--- src/rtl/mcu_spi_pkg.sv ---
// ============================================================================
// Module  : mcu_spi_pkg
// Brief   : Shared constants for the IMU telemetry SPI slave packet layout.
// Revision: 1.0 - initial release
// ============================================================================
`default_nettype none

package mcu_spi_pkg;

  localparam logic [7:0] HEADER_BYTE = 8'hAA;
  localparam int         PKT_BYTES   = 16;

  // Bit positions inside the flags byte
  localparam int FLAG_QUAT   = 0;
  localparam int FLAG_GYRO   = 1;
  localparam int FLAG_NOINIT = 2;
  localparam int FLAG_ERR    = 3;

  // Byte offsets of each field; 16-bit words occupy offset (MSB) and offset+1 (LSB)
  localparam int PKT_HDR    = 0;
  localparam int PKT_QUAT_W = 1;
  localparam int PKT_QUAT_X = 3;
  localparam int PKT_QUAT_Y = 5;
  localparam int PKT_QUAT_Z = 7;
  localparam int PKT_GYRO_X = 9;
  localparam int PKT_GYRO_Y = 11;
  localparam int PKT_GYRO_Z = 13;
  localparam int PKT_FLAGS  = 15;

  localparam logic [6:0] LAST_BIT = 7'd127;

endpackage

`default_nettype wire

--- src/rtl/spi_sync_edge.sv ---
// ============================================================================
// Module  : spi_sync_edge
// Brief   : Multi-flop synchronizer with single-cycle rise/fall pulses.
// Revision: 1.0 - initial release
// ============================================================================
`default_nettype none

module spi_sync_edge #(
  parameter int   STAGES    = 2,
  parameter logic RESET_VAL = 1'b0
) (
  input  logic clk,
  input  logic rst_n,
  input  logic din,
  output logic dout,
  output logic rise,
  output logic fall
);

  // STAGES must be at least 2 for the shift below
  logic [STAGES-1:0] r_sync;
  logic              r_prev;

  always_ff @(posedge clk or negedge rst_n) begin
    if (!rst_n) begin
      r_sync <= {STAGES{RESET_VAL}};
      r_prev <= RESET_VAL;
    end else begin
      r_sync <= {r_sync[STAGES-2:0], din};
      r_prev <= r_sync[STAGES-1];
    end
  end

  assign dout = r_sync[STAGES-1];
  assign rise = r_sync[STAGES-1] & ~r_prev;
  assign fall = ~r_sync[STAGES-1] & r_prev;

endmodule

`default_nettype wire

--- src/rtl/mcu_spi_slave.sv ---
// ============================================================================
// Module  : mcu_spi_slave
// Brief   : SPI mode-0 slave streaming a 16-byte IMU telemetry packet, MSB first.
//           Optional PKT_SEQ_EN adds a 4-bit frame sequence counter in flags[7:4].
// Revision: 1.0 - initial release
// ============================================================================
`default_nettype none

module mcu_spi_slave #(
  parameter logic [7:0] HEADER_BYTE = mcu_spi_pkg::HEADER_BYTE,
  parameter int         PKT_BYTES   = mcu_spi_pkg::PKT_BYTES,
  parameter int         SYNC_STAGES = 2
) (
  input  logic        clk,
  input  logic        rst_n,
  input  logic        sck,
  input  logic        sdi,
  output logic        sdo,
  input  logic        cs_n,
  input  logic        initialized,
  input  logic        error,
  input  logic        quat1_valid,
  input  logic [15:0] quat1_w,
  input  logic [15:0] quat1_x,
  input  logic [15:0] quat1_y,
  input  logic [15:0] quat1_z,
  input  logic        gyro1_valid,
  input  logic [15:0] gyro1_x,
  input  logic [15:0] gyro1_y,
  input  logic [15:0] gyro1_z
);

  import mcu_spi_pkg::*;

  logic [7:0] packet_buffer [0:PKT_BYTES-1];
  logic [6:0] bit_cnt;
  logic [6:0] w_bit_cnt_nxt;
  logic       r_frozen;
  logic       r_sdo;
  logic [7:0] w_flags;
  logic       w_frame_done;

  logic w_sck_s, w_sck_rise, w_sck_fall;
  logic w_cs_s, w_cs_rise, w_cs_fall;
  logic w_sdi_s, w_sdi_rise, w_sdi_fall;
  logic w_unused;

  spi_sync_edge #(.STAGES(SYNC_STAGES), .RESET_VAL(1'b0)) u_sck_sync (
    .clk(clk), .rst_n(rst_n), .din(sck),
    .dout(w_sck_s), .rise(w_sck_rise), .fall(w_sck_fall)
  );

  spi_sync_edge #(.STAGES(SYNC_STAGES), .RESET_VAL(1'b1)) u_cs_sync (
    .clk(clk), .rst_n(rst_n), .din(cs_n),
    .dout(w_cs_s), .rise(w_cs_rise), .fall(w_cs_fall)
  );

  spi_sync_edge #(.STAGES(SYNC_STAGES), .RESET_VAL(1'b0)) u_sdi_sync (
    .clk(clk), .rst_n(rst_n), .din(sdi),
    .dout(w_sdi_s), .rise(w_sdi_rise), .fall(w_sdi_fall)
  );

  // The slave never receives data; synchronized MOSI is deliberately dropped
  assign w_unused = ^{w_sck_s, w_sdi_s, w_sdi_rise, w_sdi_fall};

  // A cs_n rise on the same cycle as an sck fall is never counted as a bit
  assign w_frame_done = !w_cs_s && !w_cs_fall && w_sck_fall && (bit_cnt == LAST_BIT);

  always_comb begin
    w_bit_cnt_nxt = bit_cnt;
    if (w_cs_rise || w_cs_fall) begin
      w_bit_cnt_nxt = 7'd0;
    end else if (!w_cs_s && w_sck_fall) begin
      w_bit_cnt_nxt = bit_cnt + 7'd1;
    end
  end

`ifdef PKT_SEQ_EN
  logic [3:0] r_seq;

  always_ff @(posedge clk or negedge rst_n) begin
    if (!rst_n) begin
      r_seq <= 4'h0;
    end else if (w_frame_done) begin
      r_seq <= r_seq + 4'h1;
    end
  end
`endif

  always_comb begin
    w_flags              = 8'h00;
    w_flags[FLAG_QUAT]   = quat1_valid;
    w_flags[FLAG_GYRO]   = gyro1_valid;
    w_flags[FLAG_NOINIT] = ~initialized;
    w_flags[FLAG_ERR]    = error;
`ifdef PKT_SEQ_EN
    w_flags[7:4]         = r_seq;
`endif
  end

  // Frame tracking: frozen from the first sck rise until abort or bit 127 completes
  always_ff @(posedge clk or negedge rst_n) begin
    if (!rst_n) begin
      bit_cnt  <= 7'd0;
      r_frozen <= 1'b0;
      r_sdo    <= 1'b0;
    end else begin
      bit_cnt <= w_bit_cnt_nxt;
      r_sdo   <= packet_buffer[w_bit_cnt_nxt[6:3]][3'd7 - w_bit_cnt_nxt[2:0]];
      if (w_cs_rise || w_cs_fall || w_cs_s || w_frame_done) begin
        r_frozen <= 1'b0;
      end else if (w_sck_rise) begin
        r_frozen <= 1'b1;
      end
    end
  end

  always_ff @(posedge clk or negedge rst_n) begin
    if (!rst_n) begin
      for (int i = 0; i < PKT_BYTES; i++) begin
        packet_buffer[i] <= 8'h00;
      end
    end else if (!r_frozen) begin
      packet_buffer[PKT_HDR] <= HEADER_BYTE;
      {packet_buffer[PKT_QUAT_W], packet_buffer[PKT_QUAT_W+1]} <= quat1_w;
      {packet_buffer[PKT_QUAT_X], packet_buffer[PKT_QUAT_X+1]} <= quat1_x;
      {packet_buffer[PKT_QUAT_Y], packet_buffer[PKT_QUAT_Y+1]} <= quat1_y;
      {packet_buffer[PKT_QUAT_Z], packet_buffer[PKT_QUAT_Z+1]} <= quat1_z;
      {packet_buffer[PKT_GYRO_X], packet_buffer[PKT_GYRO_X+1]} <= gyro1_x;
      {packet_buffer[PKT_GYRO_Y], packet_buffer[PKT_GYRO_Y+1]} <= gyro1_y;
      {packet_buffer[PKT_GYRO_Z], packet_buffer[PKT_GYRO_Z+1]} <= gyro1_z;
      packet_buffer[PKT_FLAGS] <= w_flags;
    end
  end

  assign sdo = r_sdo;

endmodule

`default_nettype wire

--- config.mk ---
export PLATFORM = sky130hd
export DESIGN_NAME = mcu_spi_slave
export DESIGN_NICKNAME = d
export VERILOG_FILES = /design/src/rtl/mcu_spi_pkg.sv /design/src/rtl/spi_sync_edge.sv /design/src/rtl/mcu_spi_slave.sv
export SDC_FILE = /design/constraint.sdc
export NUM_CORES = 1
export LEC_CHECK = 0
export BUFFER_PORTS_ARGS = -buffer_cell sky130_fd_sc_hd__buf_2
export CAP_MARGIN = 20
export CORE_ASPECT_RATIO = 0.75
export CORE_MARGIN = 2
export CORE_UTILIZATION = 45
export CTS_BUF_LIST = sky130_fd_sc_hd__clkbuf_4
export CTS_CLUSTER_DIAMETER = 80
export DETAILED_ROUTE_END_ITERATION = 6
export GPL_ROUTABILITY_DRIVEN = 0
export HOLD_SLACK_MARGIN = 0.15
export PLACE_DENSITY = 0.67
export SYNTH_ARGS = -nofsm -noshare
export SYNTH_HDL_FRONTEND = slang
export SYNTH_SLANG_ARGS = --single-unit
export TNS_END_PERCENT = 20
--- constraint.sdc ---
create_clock -name clk -period 3.4 [get_ports clk]
set_clock_uncertainty 0.15 [all_clocks]
set_input_delay 0.17 -clock clk [delete_from_list [all_inputs] [get_ports clk]]
set_output_delay 0.17 -clock clk [all_outputs]
set_load 0.05 [all_outputs]
==> metrics.md <==
| Metric | Value |
|---|---|
| Status | `finished with violations` |
| Violated checks | `design-rule violations` |
| Worst hold path type | `in -> async` |
| Antenna viol nets, final | `0` |
| MaxCap Viol Count | `0` |
| Worst-path cell chain | `or3b_4 -> o21a_1 -> o21ai_4 -> buf_4 -> inv_2 -> a21oi_1 -> a22oi_1 -> o211a_1 -> o311ai_1 -> a32oi_1` |
| Slowest cell on the critical path | `dfrtp_1` |
| Synth top area share | `51.7%` |
| Post-Syn Area | `6240 um^2` |
| Critical Path Source Type | `register` |
| Largest net degree at the start of global routing | `75` |
| TritonCTS clock tree | `yes` |
| # IOs | `122` |
| RSZ-0062 raised after global routing | `no` |
| WP data arrival | `3.44 ns` |
| Die height | `106 um` |
| Register area share after synthesis | `53.0%` |
| Most common flop cell mapped by yosys | `dfrtp_1` |
| Die Span X | `140 um` |
| Reg-to-Reg End | `sdo$_DFF_PN0_` |
| DR iter-0 viols | `325` |
| Met3 usage | `5.63%` |
| Met2 usage | `39.5%` |
| WP data required | `3.62 ns` |
| DRC viols | `10` |
| Die area | `14800 um^2` |
| Mapped Nets | `606` |
| CORE AREA | `13700 um^2` |
| R2R Setup Slk | `0.18 ns` |
| Core Rows | `37` |
| Port buffer count | `120` |
| Post-Route WL | `16700 um` |
| Slowest stage delay, CP | `0.43 ns` |
| Clk_lat worst skew | `0.52 ns` |
| CTS buffer count | `17` |
| Total vias in the final route | `4923` |
| Clock buffer depth | `2` |
| Area grow syn2layout | `39.2%` |
| Initial antenna violation count | `0` |
| Rel. slew slack | `37.3%` |
| Clock net sink count | `132` |
| Crit Path Max Fanout | `15` |
| Share of cells above drive strength 1 | `41.5%` |
| Synth Instances | `483` |
| DRT Pass-1 Iters | `7` |
| Cell taking the most area after synthesis | `dfrtp_1` |
| Post-Syn Area per Cell | `12.9 um^2` |
| CP top delay family | `compound AO/OA/AOI/OAI gates` |
| Final period utilization | `94.7%` |
| PwrDens | `400 nW/um^2` |
| Finish-stage setup viols | `0` |
| Worst R2R Path Depth | `10` |
| IR drop worst, VDD | `0.310 mV` |
| Avg Vias per Cell | `5.36` |
| Placed cell count | `765` |
| CP Buf/Inv Count | `2` |
| Post-Layout Cell Count | `918` |
| Most frequent cell after synthesis | `dfrtp_1` |
| Leak pwr | `3.92 nW` |
| GRT met1 Usage | `30.8%` |
| Final Worst Setup Slack | `0.181 ns` |
| Final min period | `3.22 ns` |
| Cell variety after synth | `65` |
| Top area cells in the synthesized netlist | `dfrtp_1 52%, mux2_2 22%, mux2i_1 4.3%` |
| Dpl hpwl | `10900 um` |
| First-pass GRT wire length | `26600 um` |
| CTS root buf | `clkbuf_4` |
| Ys async rst share | `100%` |
| DP Worst Slack | `0.241 ns` |
| F_max | `311 MHz` |
| Vias in the first global route | `5236` |
| Synth warnings | `0` |
| Setup Buffers After CTS | `0` |
| Crit Path Category | `reg -> reg` |
| Fin Setup TNS | `0 ns` |
| Global Route Usage Sum | `23.3%` |
| # resized after CTS | `0` |
| Least-Margin Pin Slew | `0.941 ns` |
| H-tree levels | `4` |
| Starting Density | `45.7%` |
| EDFF count, synth | `0` |
| Clk pin slew, worst setup/hold paths | `0.13 ns` |
| Per-cell routed wire length | `18.2 um` |
| Worst R2R Start | `u_sck_sync.r_sync[1]$_DFF_PN0_` |
| Top cells by count, synth | `129 x dfrtp_1, 123 x mux2_2, 27 x mux2i_1, 19 x nand3_1, 18 x nand2_1` |
| Antenna diodes | `0` |
| Final Hold Fails | `0` |
| # nets final | `853` |
| Total grt overflow | `0` |
| Hold_ws | `0.200 ns` |
| GRT Max-Usage Layer | `met2` |
| Synth Register Bits | `132` |
| Post-CTS Hold Buffers | `121` |
| CP Capture Type | `register` |
| Max-slew violations | `0` |
cells by family after synthesis:
family,Yosys count,share of synthesized area [%]
muxes,159,28.5
DFF,132,53.0
and+or+nand+nor,78,6.77
AOI/OAI and AO/OA,68,8.02
buffers and inverters,41,2.93
xor gates and xnor gates,3,0.421
adders and majority gates,2,0.401
per-stage QoR:
| stage | total power, mW | area [um^2] | util [%] |
|---|---|---|---|
| 6_report | 3.48 | 8690 | 63.6 |
| 5_1_grt | 3.63 | 8690 | 63.6 |
| 4_1_cts | 3.50 | 8690 | 63.6 |
| 3_5_place_dp | 2.07 | 7110 | 52.1 |
| 3_3_place_gp | 2.06 | 7110 | 52.1 |
| 2_1_floorplan | 1.91 | 6240 | - |
state kept, by name (all words and copies together), names as in the netlist:
| name | count |
|---|---|
| sdo | 1 |
| u_sck_sync.r_sync | 2 |
| bit_cnt | 7 |
| r_frozen | 1 |
| u_cs_sync.r_sync | 2 |
| packet_buffer | 117 |
| u_sck_sync.r_prev | 1 |
| u_cs_sync.r_prev | 1 |
area by class of cell:
cell class,instances,area [um^2]
Timing Repair Buffer,256,1980
Tap cell,175,219
Fill cell,1050,4970
Sequential cell,132,3310
Clock inverter,14,233
Multi-Input combinational cell,310,2770
Clock buffer,18,135
Inverter,13,48.8
layout by cell type (no fill, tap or decap), drive strengths merged, types with 2 or more instances in the layout:
cell and n:
a311oi 3, a31oi 5, a21o 3, dfrtp 129, o311ai 3, a211oi 3
mux4 2, clkbuf 18, buf 135, clkinv 7, o221ai 2, nor2 11
o2111ai 4, o32ai 3, o211a 2, nand2 18, xor2 2, and2 2
o2111a 2, nor4 3, and3 3, nand3 20, bufinv 6, ha 2
a21oi 6, inv 14, or4 4, o22ai 3, nor3 4, dfstp 3
o21ai 12, o211ai 4, mux2 130, nand2b 2, o31ai 2, mux2i 27
dlygate4sd3 121, nand4 4, a22oi 3
worst max-delay path by stage:
stage,slack [ns],depth (start not counted),to,from
after floorplan,0.54,10,sdo$_DFF_PN0_,u_cs_sync.r_sync[1]$_DFF_PN1_
after global placement,0.25,10,sdo$_DFF_PN0_,u_sck_sync.r_sync[1]$_DFF_PN0_
after detailed placement,0.24,10,sdo$_DFF_PN0_,u_sck_sync.r_sync[1]$_DFF_PN0_
after CTS,0.21,10,sdo$_DFF_PN0_,u_sck_sync.r_sync[1]$_DFF_PN0_
after global routing,0.03,10,sdo$_DFF_PN0_,u_sck_sync.r_sync[1]$_DFF_PN0_
final,0.18,10,sdo$_DFF_PN0_,u_sck_sync.r_sync[1]$_DFF_PN0_
routing by layer:
layer	wire [um]	up-vias	part of all wire (%)
met5	0	-	0
met4	209	0	1.3
met1	7270	2421	44
li1	-	2296	-
met3	1010	16	6.1
met2	8220	190	49
power breakdown:
part | internal, mW | leakage [nW] | switching [mW]
logic | 0.260 | 2.18 | 0.158
clock network | 0.739 | 0.195 | 0.587
registers | 1.67 | 1.55 | 0.0628
No activity file was read; power rests on OpenSTA's default activity.
